===== config.mk =====
export PLATFORM = sky130hd
export DESIGN_NAME = conv_25d_sequencer
export DESIGN_NICKNAME = d
export VERILOG_FILES = /design/src/rtl/conv_25d_sequencer.sv
export SDC_FILE = /design/constraint.sdc
export NUM_CORES = 1
export LEC_CHECK = 0
export ABC_CLOCK_PERIOD_IN_PS = 3600
export CAP_MARGIN = 10
export CORE_ASPECT_RATIO = 1.4
export CORE_MARGIN = 3
export CORE_UTILIZATION = 58
export DETAILED_ROUTE_END_ITERATION = 10
export PLACE_DENSITY = 0.8
export SLEW_MARGIN = 30
export SYNTH_ARGS = -nofsm -noshare
export SYNTH_HDL_FRONTEND = slang
export SYNTH_SLANG_ARGS = --single-unit

===== constraint.sdc =====
create_clock -name clock -period 3.6 [get_ports clock]
set_input_delay 0.36 -clock clock [delete_from_list [all_inputs] [get_ports clock]]
set_output_delay 0.36 -clock clock [all_outputs]
set_load 0.005 [all_outputs]

===== src/rtl/conv_25d_sequencer.sv =====
// Frame-level sequencer for one convolution_25D layer: kernel load, raster pixel
// streaming under a datapath clock-enable, valid-window tagging, flush and output stream.
module conv_25d_sequencer #(
    parameter int IMG_W     = 32,
    parameter int IMG_H     = 32,
    parameter int K         = 5,
    parameter int Z_DEPTH   = 3,
    parameter int NUM_TREES = 4,
    parameter int PIPE_LAT  = 8,
    parameter int KBYTES    = NUM_TREES * K * K * Z_DEPTH,
    parameter int KW        = (KBYTES > 1) ? $clog2(KBYTES) : 1,
    parameter int RW        = (IMG_H > 1) ? $clog2(IMG_H) : 1,
    parameter int CW        = (IMG_W > 1) ? $clog2(IMG_W) : 1
) (
    input  logic          clock,
    input  logic          reset,
    input  logic          start,
    input  logic          load_kernel,
    input  logic          k_valid,
    output logic          k_ready,
    input  logic [7:0]    k_data,
    output logic          kernel_we,
    output logic [KW-1:0] kernel_addr,
    output logic [7:0]    kernel_wdata,
    input  logic          pix_valid,
    output logic          pix_ready,
    output logic          conv_advance,
    output logic          conv_zero,
    output logic          out_valid,
    input  logic          out_ready,
    output logic [RW-1:0] out_row,
    output logic [CW-1:0] out_col,
    output logic          busy,
    output logic          frame_done
);

    localparam int FW = $clog2(PIPE_LAT + 1);
    localparam logic [KW-1:0] K_LAST   = KW'(KBYTES - 1);
    localparam logic [RW-1:0] ROW_LAST = RW'(IMG_H - 1);
    localparam logic [CW-1:0] COL_LAST = CW'(IMG_W - 1);
    localparam logic [RW-1:0] ROW_K    = RW'(K - 1);
    localparam logic [CW-1:0] COL_K    = CW'(K - 1);
    localparam logic [FW-1:0] FL_MAX   = FW'(PIPE_LAT);

    typedef enum logic [1:0] {S_IDLE, S_LOAD, S_RUN, S_DRAIN} state_t;

    state_t state_q, state_d;
    logic [KW-1:0] kcnt_q, kcnt_d, kernel_addr_q, kernel_addr_d;
    logic [7:0]    kernel_wdata_q, kernel_wdata_d;
    logic          kernel_we_q, kernel_we_d, frame_done_q, frame_done_d;
    logic [RW-1:0] row_q, row_d;
    logic [CW-1:0] col_q, col_d;
    logic [FW-1:0] flush_q, flush_d;
    logic [PIPE_LAT-1:0]         tag_pipe_q, tag_pipe_d;
    logic [PIPE_LAT-1:0][RW-1:0] row_pipe_q, row_pipe_d;
    logic [PIPE_LAT-1:0][CW-1:0] col_pipe_q, col_pipe_d;
    // Set when the tail result was handed downstream while the datapath stood still.
    logic          taken_q, taken_d;
    logic          stall_s, pix_acc_s;

    assign out_valid    = tag_pipe_q[PIPE_LAT-1] & ~taken_q;
    assign out_row      = row_pipe_q[PIPE_LAT-1];
    assign out_col      = col_pipe_q[PIPE_LAT-1];
    assign stall_s      = out_valid & ~out_ready;
    assign pix_ready    = (state_q == S_RUN) & ~stall_s;
    assign pix_acc_s    = pix_valid & pix_ready;
    assign conv_advance = ~stall_s & (pix_acc_s | ((state_q == S_DRAIN) & (flush_q < FL_MAX)));
    assign conv_zero    = (state_q == S_DRAIN);
    assign k_ready      = (state_q == S_LOAD);
    assign busy         = (state_q != S_IDLE);
    assign kernel_we    = kernel_we_q;
    assign kernel_addr  = kernel_addr_q;
    assign kernel_wdata = kernel_wdata_q;
    assign frame_done   = frame_done_q;

    // Next-state, counter and tag-pipe computation.
    always_comb begin
        state_d        = state_q;
        kcnt_d         = kcnt_q;
        kernel_we_d    = 1'b0;
        kernel_addr_d  = kernel_addr_q;
        kernel_wdata_d = kernel_wdata_q;
        row_d          = row_q;
        col_d          = col_q;
        flush_d        = flush_q;
        frame_done_d   = 1'b0;
        tag_pipe_d     = tag_pipe_q;
        row_pipe_d     = row_pipe_q;
        col_pipe_d     = col_pipe_q;
        taken_d        = taken_q;

        case (state_q)
            S_IDLE: begin
                if (start) begin
                    kcnt_d  = '0;
                    row_d   = '0;
                    col_d   = '0;
                    flush_d = '0;
                    state_d = load_kernel ? S_LOAD : S_RUN;
                end else begin
                    state_d = S_IDLE;
                end
            end
            S_LOAD: begin
                if (k_valid) begin
                    kernel_we_d    = 1'b1;
                    kernel_addr_d  = kcnt_q;
                    kernel_wdata_d = k_data;
                    kcnt_d         = kcnt_q + KW'(1);
                    state_d        = (kcnt_q == K_LAST) ? S_RUN : S_LOAD;
                end else begin
                    state_d = S_LOAD;
                end
            end
            S_RUN: begin
                if (pix_acc_s) begin
                    if (col_q == COL_LAST) begin
                        col_d = '0;
                        row_d = row_q + RW'(1);
                    end else begin
                        col_d = col_q + CW'(1);
                    end
                    state_d = ((row_q == ROW_LAST) && (col_q == COL_LAST)) ? S_DRAIN : S_RUN;
                end else begin
                    state_d = S_RUN;
                end
            end
            S_DRAIN: begin
                if (conv_advance) begin
                    flush_d = flush_q + FW'(1);
                end else begin
                    flush_d = flush_q;
                end
                if ((flush_q == FL_MAX) && !out_valid) begin
                    state_d      = S_IDLE;
                    frame_done_d = 1'b1;
                end else begin
                    state_d = S_DRAIN;
                end
            end
            default: state_d = S_IDLE;
        endcase

        // Tag travels with the window's top-left coordinate; flush bubbles carry tag 0.
        if (conv_advance) begin
            for (int i = PIPE_LAT - 1; i > 0; i--) begin
                tag_pipe_d[i] = tag_pipe_q[i-1];
                row_pipe_d[i] = row_pipe_q[i-1];
                col_pipe_d[i] = col_pipe_q[i-1];
            end
            tag_pipe_d[0] = (state_q == S_RUN) & (row_q >= ROW_K) & (col_q >= COL_K);
            row_pipe_d[0] = row_q - ROW_K;
            col_pipe_d[0] = col_q - COL_K;
            taken_d       = 1'b0;
        end else if (out_valid && out_ready) begin
            taken_d = 1'b1;
        end else begin
            taken_d = taken_q;
        end
    end

    // State and datapath-control registers with synchronous active-low reset.
    always_ff @(posedge clock) begin
        if (!reset) begin
            state_q        <= S_IDLE;
            kcnt_q         <= '0;
            kernel_we_q    <= 1'b0;
            kernel_addr_q  <= '0;
            kernel_wdata_q <= 8'd0;
            row_q          <= '0;
            col_q          <= '0;
            flush_q        <= '0;
            frame_done_q   <= 1'b0;
            tag_pipe_q     <= '0;
            row_pipe_q     <= '0;
            col_pipe_q     <= '0;
            taken_q        <= 1'b0;
        end else begin
            state_q        <= state_d;
            kcnt_q         <= kcnt_d;
            kernel_we_q    <= kernel_we_d;
            kernel_addr_q  <= kernel_addr_d;
            kernel_wdata_q <= kernel_wdata_d;
            row_q          <= row_d;
            col_q          <= col_d;
            flush_q        <= flush_d;
            frame_done_q   <= frame_done_d;
            tag_pipe_q     <= tag_pipe_d;
            row_pipe_q     <= row_pipe_d;
            col_pipe_q     <= col_pipe_d;
            taken_q        <= taken_d;
        end
    end

endmodule


* Word level (Yosys, flattened, before mapping)
Index checks and enable logic that the tools add are counted.
Widths: inputs -> output; s select.
** Storage, ports and cells
- Register bits :: 133
- Input port bits :: 15
- Output and inout bits :: 35
- Word-level logic and storage cells :: 101
** Operators by class
- $add $sub $neg :: 6
- $lt $le $gt $ge :: 3
- Eq/ne operators :: 12
- Muxes and demuxes :: 23
- Bitwise operators :: 13
- Reduce and logical (&&, ||, !) cells :: 17
** Operator list (number)
- $mux 5 :: 5
- $pmux 5 s2 :: 2
- $mux 9 :: 2
- $pmux 9 s2 :: 1
- $add 5x1->5 const B :: 2
- $eq 5x5->1 const B :: 2
- $ge 5x3->1 const B :: 2
- $mux 2 :: 5
- $sub 5x3->5 const B :: 2
- $add 9x1->9 const B :: 1
- $eq 9x9->1 const B :: 1
- $reduce_and 3->1 :: 3
- $and 1x1->1 :: 8
- $mux 4 :: 2
- $ne 2x2->1 const B :: 4
- $pmux 2 s4 :: 1
- $pmux 4 s2 :: 1
- $reduce_bool 2->1 :: 4
- $reduce_and 2->1 :: 3
- $add 4x1->4 const B :: 1
- $eq 2x2->1 const B :: 2
- $eq 4x4->1 const B :: 1
- $lt 4x4->1 const B :: 1
- $mux 1 :: 4
- other kinds (9) :: 14

* Logic depth before layout (Yosys ltp)
- Depth after elaboration :: 10
- Depth in mapped cells :: 8
- Gate-level depth less buffers :: 7

* Least setup slack after synthesis
OpenSTA, ideal clock, no wires.
- Path type :: flip-flop to flip-flop
- Start point :: reg col_q[2]
- End point :: reg row_q[3]
- Library setup time :: 70 ps
- Data arrival time :: 1627 ps
- Data required time :: 3530 ps
- Slack :: 1903 ps
- Cell stages (with the launch flop) :: 8
- Buffers on the path :: 0
- Period minus slack after synthesis :: 1697 ps
- Cells stage by stage :: dfxtp_1 > ha_1 > and2_1 > ha_1 > and4b_1 > a21oi_2 > or3_1 > a21oi_1
** Between the ends
- Word-level cells in the longest chain between the ends :: 3
** Ends and longest elaborated chain
- start: declaration :: line 52 : logic [CW-1:0] col_q, col_d;
- start signal: assignment :: line 185 : col_q <= col_d;
- $eq 5x5->1 :: line 117 : if (col_q == COL_LAST) begin
- $ne 2x1->1 (no source line)
- $reduce_and 4->1 (no source line)
- end signal: assignment :: line 184 : row_q <= row_d;
- end: declaration :: line 51 : logic [RW-1:0] row_q, row_d;
Every way passes these cells.
A chain may end at the register's enable or synchronous reset.

* Worst setup path in the final report
- Start point :: reg state_q[0]
- End point :: out conv_advance
** Between the ends
- Word-level cells in the longest chain between the ends :: 5
- Elaborated cells on any way between the ends :: 7
- Classes of those cells :: eq/ne (2); bitwise (5)
** Ends and longest elaborated chain
- start: declaration :: line 47 : state_t state_q, state_d;
- start signal: assignment :: line 179 : state_q <= state_d;
- $eq 2x2->1 :: line 65 : assign pix_ready = (state_q == S_RUN) & ~stall_s;
- $and 1x1->1 :: line 65
- $and 1x1->1 :: line 66 : assign pix_acc_s = pix_valid & pix_ready;
- $or 1x1->1 * :: line 67 : assign conv_advance = ~stall_s & (pix_acc_s | ((state_q == S_DRAIN) & (flush_q < FL_MAX)));
- $and 1x1->1 * :: line 67
- end: declaration :: line 27 : output logic conv_advance,
Mark *: on every way between the ends. The rest lies on a longest branch, timed or not.

==> results by group <==
Status
  • Status: complete, no violations

Global routing
  • Global Route Usage Sum: around a fifth
  • First-pass GRT wire length: roughly 17000 um
  • Antenna violations before repair: 0
  • Total congestion overflow: 0
  • Vias in the first global route: 3897
  • Largest net degree at the start of global routing: 93

Placed design
  • RD Place Congestion: 0.856
  • Port bufs: 49
  • Dpl ws: 0.849 ns
  • HPWL after DPL: between 6000 and 7000 um

Clocking
  • Post-CTS Setup Inserts: 0
  • CTS Sinks: approximately 130
  • CTS resizes: 0
  • Number of H-tree levels: 4
  • CTS root buf: clkbuf_16
  • TritonCTS clock tree: done
  • Clock Tree Buf Depth: 2
  • Clk slew on worst S/H paths: 0.06 ns
  • Num CTS Buffers: 17
  • Latest clock arrival within the worst-skew pair: just over 0.4 ns
  • CTS Hold Bufs: 0

Detailed routing
  • Vias post-DR: 4181
  • Wire length per cell: 12.9 um
  • Initial DRC Count: 247
  • Drt total wl: 10200 um
  • Routed Antenna Nets: 0
  • DRC: 0
  • Via density: 5.31
  • TritonRoute pass-1 iters: 4

Power and ir drop
  • Leakage Power: 2.14 nW
  • Maximum VDD drop: 0.359 mV
  • P per Cell Area: between 500 and 600 nW/um^2

Floorplanning
  • I/O pin count: 50
  • Core Area: between 9000 and 10000 sq um
  • Starting Density: around three fifths
  • Die Width: 87.7 um
  • Row count: 41
  • Die Ht: 120 um
  • Die area: 10600 sq um

STA
  • Final Setup Violations: 0
  • Final hold slack: 0.448 ns
  • RSZ-0062 raised after global routing: no
  • Clock skew: 0.00486 ns
  • Fin crit share: 74.6%
  • Fmax: 372 MHz
  • Hold Violations, Final: 0
  • Final WS setup: 0.914 ns
  • Slew Viols, Final: 0
  • Final setup TNS: 0 ns
  • Tmin final: 2.69 ns
  • Worst-Margin Slew: 0.853 ns
  • Worst rel slew slack: 43.1%

Layout
  • Nets: between 600 and 700
  • Most common cell after layout, fill and taps aside: nand2_1
  • Fill count: 715
  • Most frequent cells in the layout: nand2_1, dfxtp_1, a21oi_1
  • Synthesis-to-layout area growth: 15.9%
  • Ratio of cells with drive above 1 in the final layout: 9.26%
  • # diodes: 0

Critical path
  • CP max FO: 23
  • Crit. End Element: primary output
  • CP cell instances: nor2b_1, o211ai_4, inv_2, clkdlybuf4s50_1
  • WS Path Type: reg2out
  • WP buf/inv: 2
  • Startpoint types: flop
  • Slowest stage delay, CP: 0.63 ns
  • Arrival time worst endpoint: 2.33 ns
  • Crit-path slowest cell: o211ai_4
  • Cell family with most CP delay: compound AO/OA/AOI/OAI gates
  • CP required: 3.24 ns

Logic synthesis
  • Post-synth cell types: 50
  • Synthesized net count: 674
  • Syn. warnings: 0
  • Mapped cell area: 5420 sq um
  • Synthesized flop and latch total: 133
  • Syn Area/Cell: 8.42 sq um
  • Register area share after synthesis: about half
  • Syn Inst Count: ~640

Run
  • Max-cap violations: 0

Min path
  • Worst min-delay path class: reg2reg
worst paths after layout:
path | start | to | slack (ns) | depth (start not counted)
worst min-delay path | row_pipe_q[19]$_SDFFE_PN0P_ | row_pipe_q[24]$_SDFFE_PN0P_ | 0.45 | 2
worst max-delay path | state_q[0]$_SDFF_PN0_ | conv_advance | 0.91 | 4
worst min register to register | row_pipe_q[19]$_SDFFE_PN0P_ | row_pipe_q[24]$_SDFFE_PN0P_ | 0.45 | 2
worst max register to register | state_q[0]$_SDFF_PN0_ | col_pipe_q[27]$_SDFFE_PN0P_ | 1.12 | 6
metrics by stage:
stage	util, %	std cells	instance area, sq um	power, mW
floorplan	-	644	5420	1.73
global placement	63.0	755	5720	1.76
detailed placement	63.0	755	5720	1.76
CTS	69.2	787	6280	3.37
global route	69.2	787	6280	3.46
finish	69.2	787	6280	3.35
where the power goes:
| part | switching [mW] | internal [mW] | leakage [nW] | total (mW) |
|---|---|---|---|---|
| sequential | 0.0232 | 1.49 | 1.07 | 1.52 |
| clock | 0.600 | 1.02 | 0.282 | 1.61 |
| combinational | 0.142 | 0.0737 | 0.781 | 0.215 |
| total | 0.764 | 2.58 | 2.14 | 3.35 |
sequential cells by signal, indices dropped and copies added (netlist names), 2 cells and up:
name / cells
flush_q: 4
row_q: 5
col_pipe_q: 35
kernel_addr: 9
kcnt_q: 9
state_q: 2
tag_pipe_q: 8
col_q: 5
out_row: 5
out_col: 5
row_pipe_q: 35
kernel_wdata: 8
kinds of logic (layout without fill, tap and decap cells):
| family | Yosys count | in the layout | share of synthesized area [%] |
|---|---|---|---|
| muxes | 5 | 5 | 0.923 |
| buffers and inverters | 66 | 102 | 7.78 |
| DFF | 133 | 133 | 49.1 |
| AOI/OAI and AO/OA | 133 | 133 | 14.6 |
| adders and majority gates | 15 | 15 | 3.46 |
| xor gates and xnor gates | 11 | 11 | 1.78 |
| and+or+nand+nor | 281 | 281 | 22.3 |
synth_stat cells (all sizes together):
library cell / count / share of area (%)
nand2: 208 / 15
dfxtp: 133 / 49
a21oi: 109 / 11
buf: 35 / 5.6
nor2: 28 / 1.9
inv: 16 / 1.1
ha: 15 / 3.5
clkbuf: 14 / 0.97
xnor2: 10 / 1.6
o21ai: 7 / 0.65
a211oi: 5 / 0.78
mux2i: 5 / 0.92
nand3: 5 / 0.46
nor2b: 5 / 0.58
nor4: 5 / 0.58
nand3b: 4 / 0.55
nor3: 4 / 0.37
or3: 4 / 0.46
nand4: 3 / 0.35
nor3b: 3 / 0.51
o211ai: 3 / 0.67
a2111oi: 2 / 0.32
a31oi: 2 / 0.51
and2: 2 / 0.23
nand2b: 2 / 0.23
or3b: 2 / 0.32
a22oi: 1 / 0.14
a31o: 1 / 0.16
a32oi: 1 / 0.16
a41oi: 1 / 0.16
and3: 1 / 0.12
and3b: 1 / 0.16
and4b: 1 / 0.18
clkinv: 1 / 0.069
nor4bb: 1 / 0.18
o31ai: 1 / 0.23
or2: 1 / 0.12
or4: 1 / 0.14
xor2: 1 / 0.16
worst min-delay path: cells and delay by family (launching register included):
family          cells  cell delay [ns]
compound gates      1             0.05
simple gates        1             0.05
flops               1             0.30
metal layers:
metal | share of wire [%] | GRT usage (%)
met5 | 0 | 0
met4 | 1.8 | 7.10
met3 | 3.0 | 7.02
met2 | 52 | 34.0
met1 | 44 | 24.6
layout make-up:
type,instances,area [sq um],share of cell area (%)
Clock buffer,23,488,7.77
Sequential cell,133,2660,42.4
Inverter,17,65.1,1.04
Timing Repair Buffer,53,520,8.28
Tap cell,107,134,2.13
Multi-Input combinational cell,445,2340,37.2
Clock inverter,9,76.3,1.21
(Power assumes the default switching activity.)
